### config.mk
export PLATFORM = sky130hd
export DESIGN_NAME = assemblatore_parole
export DESIGN_NICKNAME = d
export VERILOG_FILES = /design/src/rtl/assemblatore_parole_pkg.sv /design/src/rtl/assemblatore_parole_impacchettatore.sv /design/src/rtl/assemblatore_parole.sv
export SDC_FILE = /design/constraint.sdc
export NUM_CORES = 1
export LEC_CHECK = 0
export ABC_AREA = 1
export CELL_PAD_IN_SITES_DETAIL_PLACEMENT = 1
export CELL_PAD_IN_SITES_GLOBAL_PLACEMENT = 2
export CORE_MARGIN = 2
export CORE_UTILIZATION = 27
export CTS_CLUSTER_DIAMETER = 100
export CTS_CLUSTER_SIZE = 40
export DETAILED_ROUTE_END_ITERATION = 7
export PLACE_DENSITY_LB_ADDON = 0.1
export SLEW_MARGIN = 20
export SYNTH_ARGS = -nofsm -noshare
export SYNTH_HDL_FRONTEND = slang
export SYNTH_SLANG_ARGS = --single-unit
export TNS_END_PERCENT = 20
### constraint.sdc
create_clock -name clk -period 2.24 [get_ports clk]
set_input_delay 0.336 -clock clk [delete_from_list [all_inputs] [get_ports clk]]
set_output_delay 0.336 -clock clk [all_outputs]
set_load 0.05 [all_outputs]
### src/rtl/assemblatore_parole_pkg.sv
// Shared types and constants for the message word assembler.
package assemblatore_pkg;

   localparam int BYTES_PER_WORD  = 4;
   localparam int WORDS_PER_BLOCK = 16;
   localparam int NUM_BLOCKS      = 8;
   localparam int MEM_DEPTH       = 512;
   localparam int ADDR_W          = 9;
   localparam int BYTE_W          = 8;
   localparam int WORD_W          = BYTES_PER_WORD * BYTE_W;

   typedef enum logic [2:0] {
      IDLE,
      FETCH,
      LAST,
      OUT,
      DONE
   } stato_t;

endpackage

### src/rtl/assemblatore_parole_impacchettatore.sv
// Byte-to-word shift packer. Default build places the first byte in the
// most significant lane (big-endian); defining LITTLE_ENDIAN_EN places it
// in the least significant lane instead.
module impacchettatore
   import assemblatore_pkg::*;
(
   input  logic              clk,
   input  logic              reset,
   input  logic              cattura,
   input  logic [BYTE_W-1:0] byte_in,
   output logic [WORD_W-1:0] parola
);

   // Shift one memory byte into the word each capture cycle.
   always_ff @(posedge clk or negedge reset) begin
      if (!reset) begin
         parola <= '0;
      end else if (cattura) begin
`ifdef LITTLE_ENDIAN_EN
         parola <= {byte_in, parola[WORD_W-1:BYTE_W]};
`else
         parola <= {parola[WORD_W-BYTE_W-1:0], byte_in};
`endif
      end
   end

endmodule

### src/rtl/assemblatore_parole.sv
// Reads a 512-byte message one byte per cycle and presents it as 128
// 32-bit words (8 blocks of 16) over a valid/ready handshake.
// Optional build macro: LITTLE_ENDIAN_EN selects little-endian packing.
module assemblatore_parole
   import assemblatore_pkg::*;
(
   input  logic              clk,
   input  logic              reset,
   input  logic              start,
   output logic              re,
   output logic [ADDR_W-1:0] indirizzo_read,
   input  logic [BYTE_W-1:0] out_mem,
   output logic [WORD_W-1:0] word_out,
   output logic              word_valid,
   input  logic              word_ready,
   output logic [3:0]        word_idx,
   output logic [2:0]        block_idx,
   output logic              last_word_of_block,
   output logic              last_block,
   output logic              busy,
   output logic              done
);

   stato_t            stato_q, stato_d;
   logic [1:0]        byte_cnt;
   logic [ADDR_W-1:0] addr;
   logic              cattura;
   logic              ultima_parola;

   assign ultima_parola = (word_idx  == 4'(WORDS_PER_BLOCK - 1)) &&
                          (block_idx == 3'(NUM_BLOCKS - 1));

   assign indirizzo_read     = addr;
   assign last_word_of_block = word_valid && (word_idx  == 4'(WORDS_PER_BLOCK - 1));
   assign last_block         = word_valid && (block_idx == 3'(NUM_BLOCKS - 1));

   // State register.
   always_ff @(posedge clk or negedge reset) begin
      if (!reset) stato_q <= IDLE;
      else        stato_q <= stato_d;
   end

   // Next state and per-state outputs. Read data lags re by one cycle, so
   // FETCH captures bytes 0..2 on its 2nd..4th cycles and LAST takes byte 3.
   always_comb begin
      stato_d    = stato_q;
      re         = 1'b0;
      word_valid = 1'b0;
      busy       = 1'b0;
      done       = 1'b0;
      cattura    = 1'b0;
      case (stato_q)
         IDLE: begin
            if (start) stato_d = FETCH;
         end
         FETCH: begin
            re      = 1'b1;
            busy    = 1'b1;
            cattura = (byte_cnt != 2'd0);
            if (byte_cnt == 2'(BYTES_PER_WORD - 1)) stato_d = LAST;
         end
         LAST: begin
            busy    = 1'b1;
            cattura = 1'b1;
            stato_d = OUT;
         end
         OUT: begin
            busy       = 1'b1;
            word_valid = 1'b1;
            if (word_ready) stato_d = ultima_parola ? DONE : FETCH;
         end
         DONE: begin
            done = 1'b1;
            if (start) stato_d = FETCH;
         end
         default: stato_d = IDLE;
      endcase
   end

   // Address, byte and word/block counters. The address holds at the last
   // byte so that finishing the message never points back at address 0.
   always_ff @(posedge clk or negedge reset) begin
      if (!reset) begin
         addr      <= '0;
         byte_cnt  <= '0;
         word_idx  <= '0;
         block_idx <= '0;
      end else begin
         case (stato_q)
            IDLE, DONE: begin
               if (start) begin
                  addr      <= '0;
                  byte_cnt  <= '0;
                  word_idx  <= '0;
                  block_idx <= '0;
               end
            end
            FETCH: begin
               byte_cnt <= byte_cnt + 2'd1;
               if (addr != ADDR_W'(MEM_DEPTH - 1)) addr <= addr + 1'b1;
            end
            OUT: begin
               if (word_ready) begin
                  word_idx <= word_idx + 4'd1;
                  if (word_idx == 4'(WORDS_PER_BLOCK - 1)) block_idx <= block_idx + 3'd1;
               end
            end
            default: ;
         endcase
      end
   end

   impacchettatore u_impacchettatore (
      .clk     (clk),
      .reset   (reset),
      .cattura (cattura),
      .byte_in (out_mem),
      .parola  (word_out)
   );

endmodule

**Word-level counts from Yosys, hierarchy flattened**

Index checks and enable logic that the tools add are counted.

- Add/sub/neg operators: 4
- Eq/ne operators: 13
- Mux-type cells: 22
- Reduce and logical (&&, ||, !) cells: 14

Operators by type and width:

| cell | count |
|---|---|
| $mux W3 | 7 |
| $mux W9 | 2 |
| $pmux W9 S2 | 1 |
| $pmux W3 S4 | 1 |
| $add A9 B1 Y9 const B | 1 |
| $ne A9 B9 Y1 const B | 1 |
| $reduce_and A3 Y1 | 3 |
| $mux W4 | 2 |
| $ne A2 B2 Y1 const B | 4 |
| $pmux W4 S2 | 1 |
| $eq A3 B2 Y1 const B | 2 |
| $eq A3 B3 Y1 const B | 2 |
| $pmux W3 S2 | 1 |
| $reduce_bool A2 Y1 | 3 |
| $add A4 B1 Y4 const B | 1 |
| $eq A4 B4 Y1 const B | 1 |
| $mux W1 | 4 |
| $pmux W2 S2 | 1 |
| $reduce_and A4 Y1 | 1 |
| $add A3 B1 Y3 const B | 1 |
| $eq A3 B1 Y1 const B | 1 |
| $logic_and A1 B1 Y1 | 3 |
| $logic_not A3 Y1 | 1 |
| $reduce_or A3 Y1 | 1 |
| other kinds (7) | 7 |

- Flip-flop bits (word level): 53
- Bits of input ports: 12
- Word-level logic and storage cells: 59

**Longest topological paths before layout**

Gate-level depths: netlist of the first run.

- Word-level depth: 5
- Depth in mapped cells: 11
- Mapped depth without buffers: 11

**Cells and area by module**

A second synthesis of the first run with hierarchy kept.

- Cells, all modules: 312
- Area, all modules: 2567.5 sq um

Modules (own cells, without submodules):

| module | instances | cells an instance | area an instance (sq um) | seq. area each (sq um) |
|---|---|---|---|---|
| impacchettatore | 1 | 136 | 1292.5 | 800.8 |
| assemblatore_parole | 1 | 176 | 1275.0 | 525.5 |

**Worst setup path after synthesis of the first run**

No wires, ideal clock.

- Path type: register -> output
- Start: register stato_q[2]
- End: output port last_word_of_block
- Data arrival time: 1.815 ns
- Data required time: 1.904 ns
- Path slack: 0.089 ns
- Cell stages (with the launch flop): 6
- Buffers on the path: 0
- Path through: dfrtp_1 > inv_1 > nand2_1 > nor2_1 > nand2_1 > inv_1

- Longest elaborated chain between the ends: 3

Ends and longest elaborated chain:

| item | RTL line | RTL |
|---|---|---|
| from (decl) | assemblatore_parole.sv:24 | `stato_t stato_q, stato_d;` |
| from (signal assigned) | assemblatore_parole.sv:40 | `else stato_q <= stato_d;` |
| $eq A3 B2 Y1 | assemblatore_parole.sv:52 | `case (stato_q)` |
| $mux W1 | assemblatore_parole.sv:52 |  |
| named net word_valid | assemblatore_parole.sv:14 | `output logic word_valid,` |
| $logic_and A1 B1 Y1 | assemblatore_parole.sv:34 | `assign last_word_of_block = word_valid && (word_idx == 4'(WORDS_PER_BLOCK - 1));` |
| to (decl) | assemblatore_parole.sv:18 | `output logic last_word_of_block,` |

The timed path passes the listed nets, and every way through them passes these cells.

**Final worst setup path of the first run**

- Start: register stato_q[0]
- End: output port busy

- Longest elaborated chain between the ends: 3

Ends and longest elaborated chain:

| item | RTL line | RTL |
|---|---|---|
| $eq A3 B2 Y1 or $eq A3 B1 Y1 (tied branches) | assemblatore_parole.sv:52 |  |
| $reduce_or A3 Y1 (no source line) * | n/a |  |
| $mux W1 * | assemblatore_parole.sv:52 |  |
| to (decl) | assemblatore_parole.sv:20 | `output logic busy,` |

Every way passes the cells marked *; elsewhere a longest branch is shown, timed or not.

==> results of run 1 <==
-- area by class of cell --
type                       instances  area, µm²  area share (%)
clock buffer                       6       72.6            2.20
clock inverter                     2       38.8            1.18
timing repair buffer              69        676            20.5
tap                              108        135            4.10
sequential                        53       1330            40.3
multi-input combinational        192        907            27.5
inverter                          37        139            4.22
-- synth_stat cells, drive strengths merged --
library cell	number	area, µm²
a21oi	16	80.1
dfrtp	53	1330
a31o	1	8.76
buf	6	30.0
or2	1	6.26
ha	7	87.6
nor3	1	5.00
inv	37	139
clkbuf	1	3.75
o21bai	1	7.51
nand3b	1	7.51
xnor2	1	8.76
o21ai	28	151
nand3	18	90.1
nand2	77	289
nor2	38	145
xor2	2	17.5
-- timing repair --
action	in CTS	in global routing
resized for setup	0	1
hold buffers	0	0
buffers inserted	0	0
setup endpoints to repair	0	1
-- layer usage --
| layer | part of all wire, % | track usage, % |
|---|---|---|
| met1 | 49 | 17.2 |
| met2 | 46 | 20.0 |
| met3 | 3.4 | 2.65 |
| met4 | 0.87 | 2.85 |
| met5 | 0 | 0 |
-- report_power, final --
group | total [W] | internal, W | switching (W) | leakage, nW
sequential | 0.00160 | 0.00135 | 0.000250 | 0.661
clock | 0.000663 | 0.000336 | 0.000327 | 0.0554
combinational | 0.00337 | 0.00104 | 0.00233 | 0.854
-- path summary, 6_finish.rpt --
kind / startpoint / endpoint / slack, ns / depth (start not counted)
worst max-delay path: stato_q[0] / busy / 0.18 / 3
worst min-delay path: reset / indirizzo_read[2] / 0.16 / 2
worst max register to register: indirizzo_read[0] / indirizzo_read[5] / 0.36 / 11
worst min register to register: block_idx[1] / block_idx[1] / 0.52 / 2
max in group asynchronous: reset / u_impacchettatore.parola[7] / 1.62 / 2
min in group clk: block_idx[1] / block_idx[1] / 0.52 / 2
-- cell families after synthesis --
family,after synthesis,share of synthesized area (%)
AOI/OAI and AO/OA,46,10.3
xor gates and xnor gates,3,1.09
adders and majority gates,7,3.64
buffers and inverters,44,7.18
DFF,53,55.2
and+or+nand+nor,136,22.6
-- per-stage QoR --
stage | power (W) | area, µm²
final | 0.00563 | 3290
after global routing | 0.00606 | 3290
after CTS | 0.00574 | 3290
after detailed placement | 0.00504 | 3180
after global placement | 0.00500 | 3180
after floorplan | 0.00392 | 2400
-- flip-flops by register name, indices dropped and copies added (netlist names) --
signal                    cells
stato_q                       3
word_idx                      4
u_impacchettatore.parola     32
indirizzo_read                9
block_idx                     3
byte_cnt                      2
==> impl_metrics.py, run 1 <==
metrics = {
    "status": {
        "outcome": "finished clean",
    },
    "route": {
        "avgRoutedWirePerCell_um": 12.6,
        "wirelength_um": 5870,
        "vias_per_cell": 4.37,
        "drtPass1Iterations": 4,
        "drc_errors": 0,
        "drt_iter0_markers": 50,
        "ant_nets": 0,
        "vias": 2039,
    },
    "clock_network": {
        "cts_tree": "yes",
        "cts-buffers-inserted": 5,
        "clock_path_buffers": 2,
        "cts_root_buffer": "clkbuf_8",
        "path_clk_slew_ns": 0.10,
        "clock_sinks": 53,
        "clk-insertion-delay-late_ns": 0.30,
        "cts-htree-levels": 2,
    },
    "timing": {
        "final-max-slew-violation-count": 0,
        "rsz0062_at_grt": "false",
        "worst_pin_slew_ns": 0.710,
        "finalCritPeriodShare_pct": 91.8,
        "setup_viol": 0,
        "fmax_mhz": 486,
        "fin_tns_setup_ns": 0,
        "layout_setup_ws_ns": 0.184,
        "clock_skew_ns": 0.00341,
        "hold_slack_ns": 0.163,
        "period_needed_ns": 2.06,
        "hold_viol": 0,
        "relSlewSlack_pct": 52.6,
    },
    "worst_setup_path": {
        "max_stage_delay_ns": 0.81,
        "cp.required_ns": 1.90,
        "critPathLaunchType": "flop",
        "critPathKind": "flop to output port",
        "crit_family": "buffers and inverters",
        "arrival_ns": 1.72,
        "cp-end-kind": "output port",
        "worst_path_most_repeated_cell": "nor2_1",
        "crit_fanout": 5,
        "path_cells": "nor2_1 -> nor2_1 -> clkdlybuf4s50_1",
        "crit_slowest_cell": "clkdlybuf4s50_1",
        "worst-path-buf-inv": 1,
    },
    "global_routing": {
        "grt_pass1_vias": 2067,
        "grt_pass1_wl_um": 9960,
        "grt_max_degree": 65,
        "grtUsageTotal_pct": 12.4,
        "grt_antenna_before_repair": 0,
        "grt_overflow": 0,
    },
    "yosys": {
        "synth_area_um2": 2400,
        "ys_warn_count": 0,
        "syn_nets": 308,
        "syn_inst": 289,
        "yosysUniqueCellTypes": 19,
        "ys_ff_latch": 53,
        "ys_seq_area_share_pct": 55.2,
        "syn_avg_cell_area_um2": 8.32,
    },
    "floorplanning": {
        "die_area_um2": 9670,
        "start_util_pct": 27.7,
        "fp.dieW_um": 98.4,
        "core_area_um2": 8680,
        "pin_count": 66,
        "num_rows": 34,
        "die-height_um": 98.4,
    },
    "cells_and_area": {
        "final_cell_mix": "nand2_1, clkdlybuf4s50_1, dfrtp_1, inv_1, nor2_1",
        "final_core_utilization_pct": 38.0,
        "syn_to_final_growth_pct": 37.1,
        "fillCellCount": 1069,
        "final_common_cell": "nand2_1",
        "drive_gt1_share_pct": 6.13,
        "final_cells": 467,
        "antenna_cells": 0,
        "nets": 377,
    },
    "placed_design": {
        "dp_slack_ns": 0.239,
        "place_hpwl_um": 4120,
        "port_buffers": 65,
        "placed_cells": 459,
        "gp_congestion": 0.717,
    },
    "power_and_ir_drop": {
        "p_per_area_nw_per_um2": 1710,
        "max-vdd-ir-drop_v": 0.000627,
        "p_leak_nw": 1.57,
    },
    "hold_path": {
        "hold_path_class": "input port to async pin",
    },
    "job": {
        "drv_cap": 0,
    },
}
No activity file was read; power rests on OpenSTA's default activity.
==> run 2, diff against run 1 <==
--- a/config.mk
+++ b/config.mk
@@ -13,6 +13,7 @@
 export CTS_CLUSTER_DIAMETER = 100
 export CTS_CLUSTER_SIZE = 40
 export DETAILED_ROUTE_END_ITERATION = 7
+export HOLD_SLACK_MARGIN = 0.15
 export PLACE_DENSITY_LB_ADDON = 0.1
 export SLEW_MARGIN = 20
 export SYNTH_ARGS = -nofsm -noshare
==> results of run 2 <==
Same layout as run 1: the final DEF is identical, and so are final timing and power.
